[config.mk]
export PLATFORM = sky130hd
export DESIGN_NAME = seg7_time_display
export DESIGN_NICKNAME = d
export VERILOG_FILES = /design/src/rtl/seg7_pkg.sv /design/src/rtl/seg7_font.sv /design/src/rtl/seg7_time_display.sv
export SDC_FILE = /design/constraint.sdc
export NUM_CORES = 1
export LEC_CHECK = 0
export CORE_ASPECT_RATIO = 1.25
export CORE_MARGIN = 2
export CORE_UTILIZATION = 35
export CTS_CLUSTER_DIAMETER = 200
export DETAILED_ROUTE_END_ITERATION = 7
export PLACE_DENSITY_LB_ADDON = 0.05
export SYNTH_ARGS = -nofsm -noshare
export SYNTH_HDL_FRONTEND = slang
export SYNTH_SLANG_ARGS = --single-unit
[constraint.sdc]
create_clock -name clk -period 3.24 [get_ports clk]
set_input_delay 0.81 -clock clk [delete_from_list [all_inputs] [get_ports clk]]
set_output_delay 0.81 -clock clk [all_outputs]
set_load 0.05 [all_outputs]
[src/rtl/seg7_pkg.sv]
// Shared constants for the 7-segment time display: active-low segment patterns,
// the adjust-field encodings and the legal field ranges.
package seg7_pkg;

  localparam logic [6:0] SEG_BLANK = 7'b1111111;
  localparam logic [6:0] SEG_DASH  = 7'b0111111;

  // Active-low {g,f,e,d,c,b,a}
  localparam logic [6:0] FONT_0 = 7'b1000000;
  localparam logic [6:0] FONT_1 = 7'b1111001;
  localparam logic [6:0] FONT_2 = 7'b0100100;
  localparam logic [6:0] FONT_3 = 7'b0110000;
  localparam logic [6:0] FONT_4 = 7'b0011001;
  localparam logic [6:0] FONT_5 = 7'b0010010;
  localparam logic [6:0] FONT_6 = 7'b0000010;
  localparam logic [6:0] FONT_7 = 7'b1111000;
  localparam logic [6:0] FONT_8 = 7'b0000000;
  localparam logic [6:0] FONT_9 = 7'b0010000;

  typedef enum logic [1:0] {
    ADJ_NONE = 2'b00,
    ADJ_HR   = 2'b01,
    ADJ_MIN  = 2'b10,
    ADJ_RSVD = 2'b11
  } adj_sel_e;

  localparam logic [4:0] HR_MAX  = 5'd23;
  localparam logic [5:0] MIN_MAX = 6'd59;

endpackage

[src/rtl/seg7_font.sv]
// Combinational BCD digit to active-low 7-segment pattern; non-decimal codes render blank.
module seg7_font
  import seg7_pkg::*;
(
  input  logic [3:0] digit,
  output logic [6:0] seg
);

  always_comb begin
    seg = SEG_BLANK;
    case (digit)
      4'd0:    seg = FONT_0;
      4'd1:    seg = FONT_1;
      4'd2:    seg = FONT_2;
      4'd3:    seg = FONT_3;
      4'd4:    seg = FONT_4;
      4'd5:    seg = FONT_5;
      4'd6:    seg = FONT_6;
      4'd7:    seg = FONT_7;
      4'd8:    seg = FONT_8;
      4'd9:    seg = FONT_9;
      default: seg = SEG_BLANK;
    endcase
  end

endmodule

[src/rtl/seg7_time_display.sv]
// HH:MM driver for a 4-digit multiplexed common-anode display: per-frame input snapshot,
// anti-ghosting guard after each digit switch, field blink and "--" for out-of-range fields.
module seg7_time_display
  import seg7_pkg::*;
#(
  parameter int CLK_HZ     = 100_000_000,
  parameter int SCAN_HZ    = 1000,
  parameter int BLINK_HZ   = 2,
  parameter int GUARD      = 4,
  parameter int LEAD_BLANK = 0
) (
  input  logic       clk,
  input  logic       reset,
  input  logic [4:0] hours,
  input  logic [5:0] minutes,
  input  logic [1:0] adjust_sel,
  input  logic       colon_on,
  output logic [3:0] anode,
  output logic [6:0] seg,
  output logic       dp
);

  localparam int SCAN_DIV  = CLK_HZ / SCAN_HZ;
  localparam int BLINK_DIV = CLK_HZ / (2 * BLINK_HZ);
  localparam int PRE_W     = $clog2(SCAN_DIV + 1);
  localparam int BLINK_W   = $clog2(BLINK_DIV + 1);
  localparam int GUARD_W   = $clog2(GUARD + 2);

  logic [PRE_W-1:0]   pre;
  logic [1:0]         idx;
  logic [GUARD_W-1:0] guard;
  logic [BLINK_W-1:0] blink_cnt;
  logic               blink_ph;
  logic [4:0]         snap_hr;
  logic [5:0]         snap_min;
  logic               tick;

  assign tick = (pre == PRE_W'(SCAN_DIV - 1));

  // Scan, guard, blink and snapshot state
  always_ff @(posedge clk) begin
    if (!reset) begin
      pre       <= '0;
      idx       <= 2'd0;
      guard     <= '0;
      blink_cnt <= '0;
      blink_ph  <= 1'b0;
      snap_hr   <= '0;
      snap_min  <= '0;
    end else begin
      if (tick) begin
        pre   <= '0;
        idx   <= idx + 2'd1;
        guard <= GUARD_W'(GUARD);
      end else begin
        pre <= pre + 1'b1;
        if (guard != '0) guard <= guard - 1'b1;
      end
      // Capture only at the frame boundary so all four digits come from one sample
      if (tick && idx == 2'd3) begin
        snap_hr  <= hours;
        snap_min <= minutes;
      end
      if (blink_cnt == BLINK_W'(BLINK_DIV - 1)) begin
        blink_cnt <= '0;
        blink_ph  <= ~blink_ph;
      end else begin
        blink_cnt <= blink_cnt + 1'b1;
      end
    end
  end

  logic       hr_ok, min_ok;
  logic [3:0] hr_tens, hr_ones, min_tens, min_ones;

  assign hr_ok    = (snap_hr <= HR_MAX);
  assign min_ok   = (snap_min <= MIN_MAX);
  assign hr_tens  = 4'(snap_hr / 5'd10);
  assign hr_ones  = 4'(snap_hr % 5'd10);
  assign min_tens = 4'(snap_min / 6'd10);
  assign min_ones = 4'(snap_min % 6'd10);

  logic [3:0] digit;
  logic       field_ok;

  always_comb begin
    digit    = min_ones;
    field_ok = min_ok;
    case (idx)
      2'd0: begin digit = min_ones; field_ok = min_ok; end
      2'd1: begin digit = min_tens; field_ok = min_ok; end
      2'd2: begin digit = hr_ones;  field_ok = hr_ok;  end
      2'd3: begin digit = hr_tens;  field_ok = hr_ok;  end
      default: begin digit = min_ones; field_ok = min_ok; end
    endcase
  end

  logic [6:0] font_seg;
  logic [6:0] seg_next;

  seg7_font u_font (
    .digit (digit),
    .seg   (font_seg)
  );

  assign seg_next = field_ok ? font_seg : SEG_DASH;

  adj_sel_e adj;
  logic     hr_field, blink_off, lead_off, digit_off;

  assign adj       = adj_sel_e'(adjust_sel);
  assign hr_field  = idx[1];
  assign blink_off = blink_ph && ((adj == ADJ_HR && hr_field) || (adj == ADJ_MIN && !hr_field));
  assign lead_off  = (LEAD_BLANK != 0) && (idx == 2'd3) && hr_ok && (hr_tens == 4'd0);
  assign digit_off = blink_off || lead_off;

  // Registered pins; the colon follows its digit so it is never lit while that digit is dark
  always_ff @(posedge clk) begin
    if (!reset) begin
      anode <= 4'hF;
      seg   <= SEG_BLANK;
      dp    <= 1'b1;
    end else if (guard != '0) begin
      anode <= 4'hF;
      seg   <= SEG_BLANK;
      dp    <= 1'b1;
    end else begin
      anode <= digit_off ? 4'hF : ~(4'b0001 << idx);
      seg   <= seg_next;
      dp    <= ~(colon_on && (idx == 2'd2) && !digit_off);
    end
  end

endmodule

==> run_results.csv <==
group,metric,value,unit
yosys,ys_seq_area_share,37.47,%
power_and_ir_drop,p_comb_share,20.4,%
power_and_ir_drop,seqPwrFrac,41.9,%
sta,timing.final.crit_share,95.03,%
floorplanning,core,0.01056,mm^2
final_layout,final_common_cell,"dfxtp_1",
sta,setup_violations,0,
detailed_routing,first_iter_violations,90,
sta,relSlewSlack,57.13,%
power_and_ir_drop,swShare,28.90,%
critical_path,crit_type,"reg -> reg",
clock_tree,tritoncts,"built",
power_and_ir_drop,p_per_area,490.3,mW/mm^2
clock_tree,cts_buffers,9,
critical_path,cp.arrival,3330,ps
yosys,ys.flop_type,"dfxtp_1",
power_and_ir_drop,leakagePower,1.796,nW
detailed_routing,dr_wl_met2,4199,um
sta,worst_pin_slew,643.0,ps
global_routing,gr-total-overflow,0,
detailed_routing,dr_total_vias,3162,
critical_path,critPathMaxFanout,8,
critical_path,reg2reg_depth,16,
power_and_ir_drop,ir_drop,0.2323,mV
yosys,ys_seq_elements,71,
min_path,min_from,"pre[0]",
yosys,syn-cell-area,0.003794,mm^2
min_path,hold_class,"reg -> reg",
final_layout,layout_common_cells,"dfxtp_1, nor2_1, nand2_1",
sta,drv_slew,0,
final_layout,area_delta_synth_final,23.55,%
floorplanning,die_w,97.12,um
run_status,outcome,"finished clean",
final_layout,drive_above_1_share,14.37,%
final_layout,finish.net_count,527,
global_routing,grt_pass1_vias,2984,
clock_tree,cts-root-buf,"clkbuf_16",
global_routing,track_usage,14.68,%
detailed_routing,drt-wirelength-per-cell,13.35,um
floorplanning,die_h,120.4,um
clock_tree,clk_path_buf_depth,2,
clock_tree,clkSinkCount,71,
min_path,min_to,"pre[0]",
critical_path,reg2reg_from,"idx[0]",
detailed_routing,dr.max_layer_used,"met4",
place,dpl.hpwl,6164,um
clock_tree,clkTransAtPathRegs,50,ps
critical_path,r2r_setup_slack,160,ps
yosys,ys_warn_count,0,
clock_tree,htreeDepth,3,
global_routing,grt_antenna_before_repair,0,
detailed_routing,m1WireLength,3676,um
critical_path,crit_path_start_kind,"flop",
yosys,async_flop_share,0,%
power_and_ir_drop,clkPwrFrac,37.7,%
final_layout,antenna_cells,0,
yosys,synth_edf_count,0,
yosys,synth_fp_nets,482,
yosys,ys_types,64,
place,io_buffers,27,
critical_path,r2r_end,"seg[4]",
global_routing,grt_pass1_wl,13950,um
sta,finalHoldViolCount,0,
place,dpl.cell_count,610,
critical_path,worstPathRequired,3490,ps
floorplanning,rows,42,
floorplanning,io_pins,28,
detailed_routing,avgViaCountPerCell,5.051,
detailed_routing,firstDrtPassIters,4,
sta,fin_skew,9.140,ps
power_and_ir_drop,p_switching,0.0006640,W
sta,min_period,3079,ps
sta,rsz0062_at_grt,"true",
place,gp_congestion,0.8803,
min_path,min_delay_path_depth,1,
yosys,syn_area_per_cell,8.487,um^2
critical_path,crit_path_end_kind,"flop",
detailed_routing,drc,0,
sta,setup_tns,0,ps
clock_tree,clock_latency,330,ps
sta,max_freq,324.8,MHz
yosys,syn-instance-count,447,
clock_tree,postCtsHoldBufs,0,
final_layout,fin_cells,626,
floorplanning,dieArea,0.01169,mm^2
flow_run,drv_cap,0,
detailed_routing,met3_length,217,um
final_layout,final_util,44.37,%
detailed_routing,wirelength,8360,um
power_and_ir_drop,p_int,0.001634,W
global_routing,grt_max_degree,25,
detailed_routing,final_antenna_net_count,0,
floorplanning,initial_core_util,35.92,%
worst max path at each step:
stage           start  endpoint
2_1_floorplan  idx[0]    seg[6]
3_3_place_gp   idx[0]    seg[6]
3_5_place_dp   idx[0]    seg[5]
4_1_cts        idx[0]    seg[6]
5_1_grt        idx[0]    seg[4]
6_report       idx[0]    seg[4]
layout make-up:
| type | count | area (um^2) |
|---|---|---|
| Tap cell | 132 | 165.2 |
| Fill cell | 1047 | 5876 |
| Inverter | 19 | 73.82 |
| Clock buffer | 12 | 246.5 |
| Multi-Input combinational cell | 341 | 2327 |
| Timing Repair Buffer | 50 | 442.9 |
| Clock inverter | 1 | 7.507 |
| Sequential cell | 71 | 1424 |
what timing repair did:
| action | CTS | global route |
|---|---|---|
| setup endpoints to repair | 6 | 7 |
| gates resized for setup | 5 | 13 |
| pin swaps | 0 | 7 |
| buffers inserted | 0 | 3 |
kinds of logic after synthesis:
family | share of synthesized area [%]
AO/OA/AOI/OAI | 15.04
flip-flops | 37.47
AND/OR/NAND/NOR | 25.79
XOR/XNOR | 8.542
buffers and inverters | 4.387
multiplexers | 2.507
adder cells (fa/ha/maj) | 6.267
cells in the mapped netlist, types with 2 or more instances:
cell	number	area share (%)
a22oi_1	4	0.79
or2_2	2	0.33
and2_1	9	1.5
buf_6	2	0.59
clkbuf_1	6	0.59
o22ai_1	4	0.66
a31oi_2	2	0.66
nand4_1	11	1.8
mux2i_4	2	1.2
o21a_1	2	0.40
xor2_1	23	5.3
o21ai_1	2	0.26
a31oi_1	3	0.49
buf_4	4	0.79
nor2_1	54	5.3
xnor2_1	14	3.2
nor3_1	8	1.1
or3_1	5	0.82
a311oi_1	2	0.46
o211ai_1	5	0.99
a21o_1	2	0.40
o21ai_0	12	1.6
buf_2	4	0.53
and3_1	10	1.6
nand2b_1	4	0.66
a31o_2	2	0.46
a21boi_0	12	2.4
ha_1	19	6.3
a21oi_1	14	1.8
inv_1	19	1.9
mux2i_1	5	1.3
nor2b_1	7	1.2
dfxtp_1	71	37
nand3_1	22	2.9
nand2_1	51	5.0
sequential cells by signal (all words and copies together) (netlist names):
| name | cells |
|---|---|
| seg | 7 |
| anode | 4 |
| snap_min | 6 |
| dp | 1 |
| pre | 17 |
| snap_hr | 5 |
| idx | 2 |
| guard | 3 |
| blink_cnt | 25 |
| blink_ph | 1 |
routing by layer:
metal  GRT usage, %  vias to the layer above
li1               -                     1633
met1          17.43                     1470
met2          25.00                       42
met3          2.775                       17
met4          8.011                        0
met5              0                        -
through the flow:
stage               hold WS, ps  instance area, um^2  setup slack [ps]  power, W
finish                    436.9                 4687             161.1  0.002298
global route              478.0                 4687            -57.22  0.002410
CTS                       438.8                 4587             39.97  0.002342
detailed placement        430.8                 4312            -78.24  0.001450
global placement          427.9                 4312             17.08  0.001442
floorplan                 413.0                 3821             15.62  0.001289
power by group through the flow:
stage               sequential (W)  combinational, W  clock (W)
global route              0.000970          0.000506   0.000934
CTS                       0.000964          0.000468   0.000910
detailed placement        0.000984          0.000467          0
floorplan                  0.00113          0.000155          0
finish                    0.000963          0.000469   0.000866
global placement          0.000980          0.000462          0
critical path: stages, from the launching register on:
cell	delay, ps
dfxtp_2	350
inv_4	50
ha_4	170
buf_4	160
o21ai_2	110
ha_1	240
nand2b_4	170
a31o_4	250
nand2_1	50
nand2_1	70
a22oi_2	210
ha_4	180
o21ai_1	80
a211oi_2	300
o21a_4	230
and3b_1	190
o31ai_2	190
Note: power is estimated with default switching activity, not from simulation.
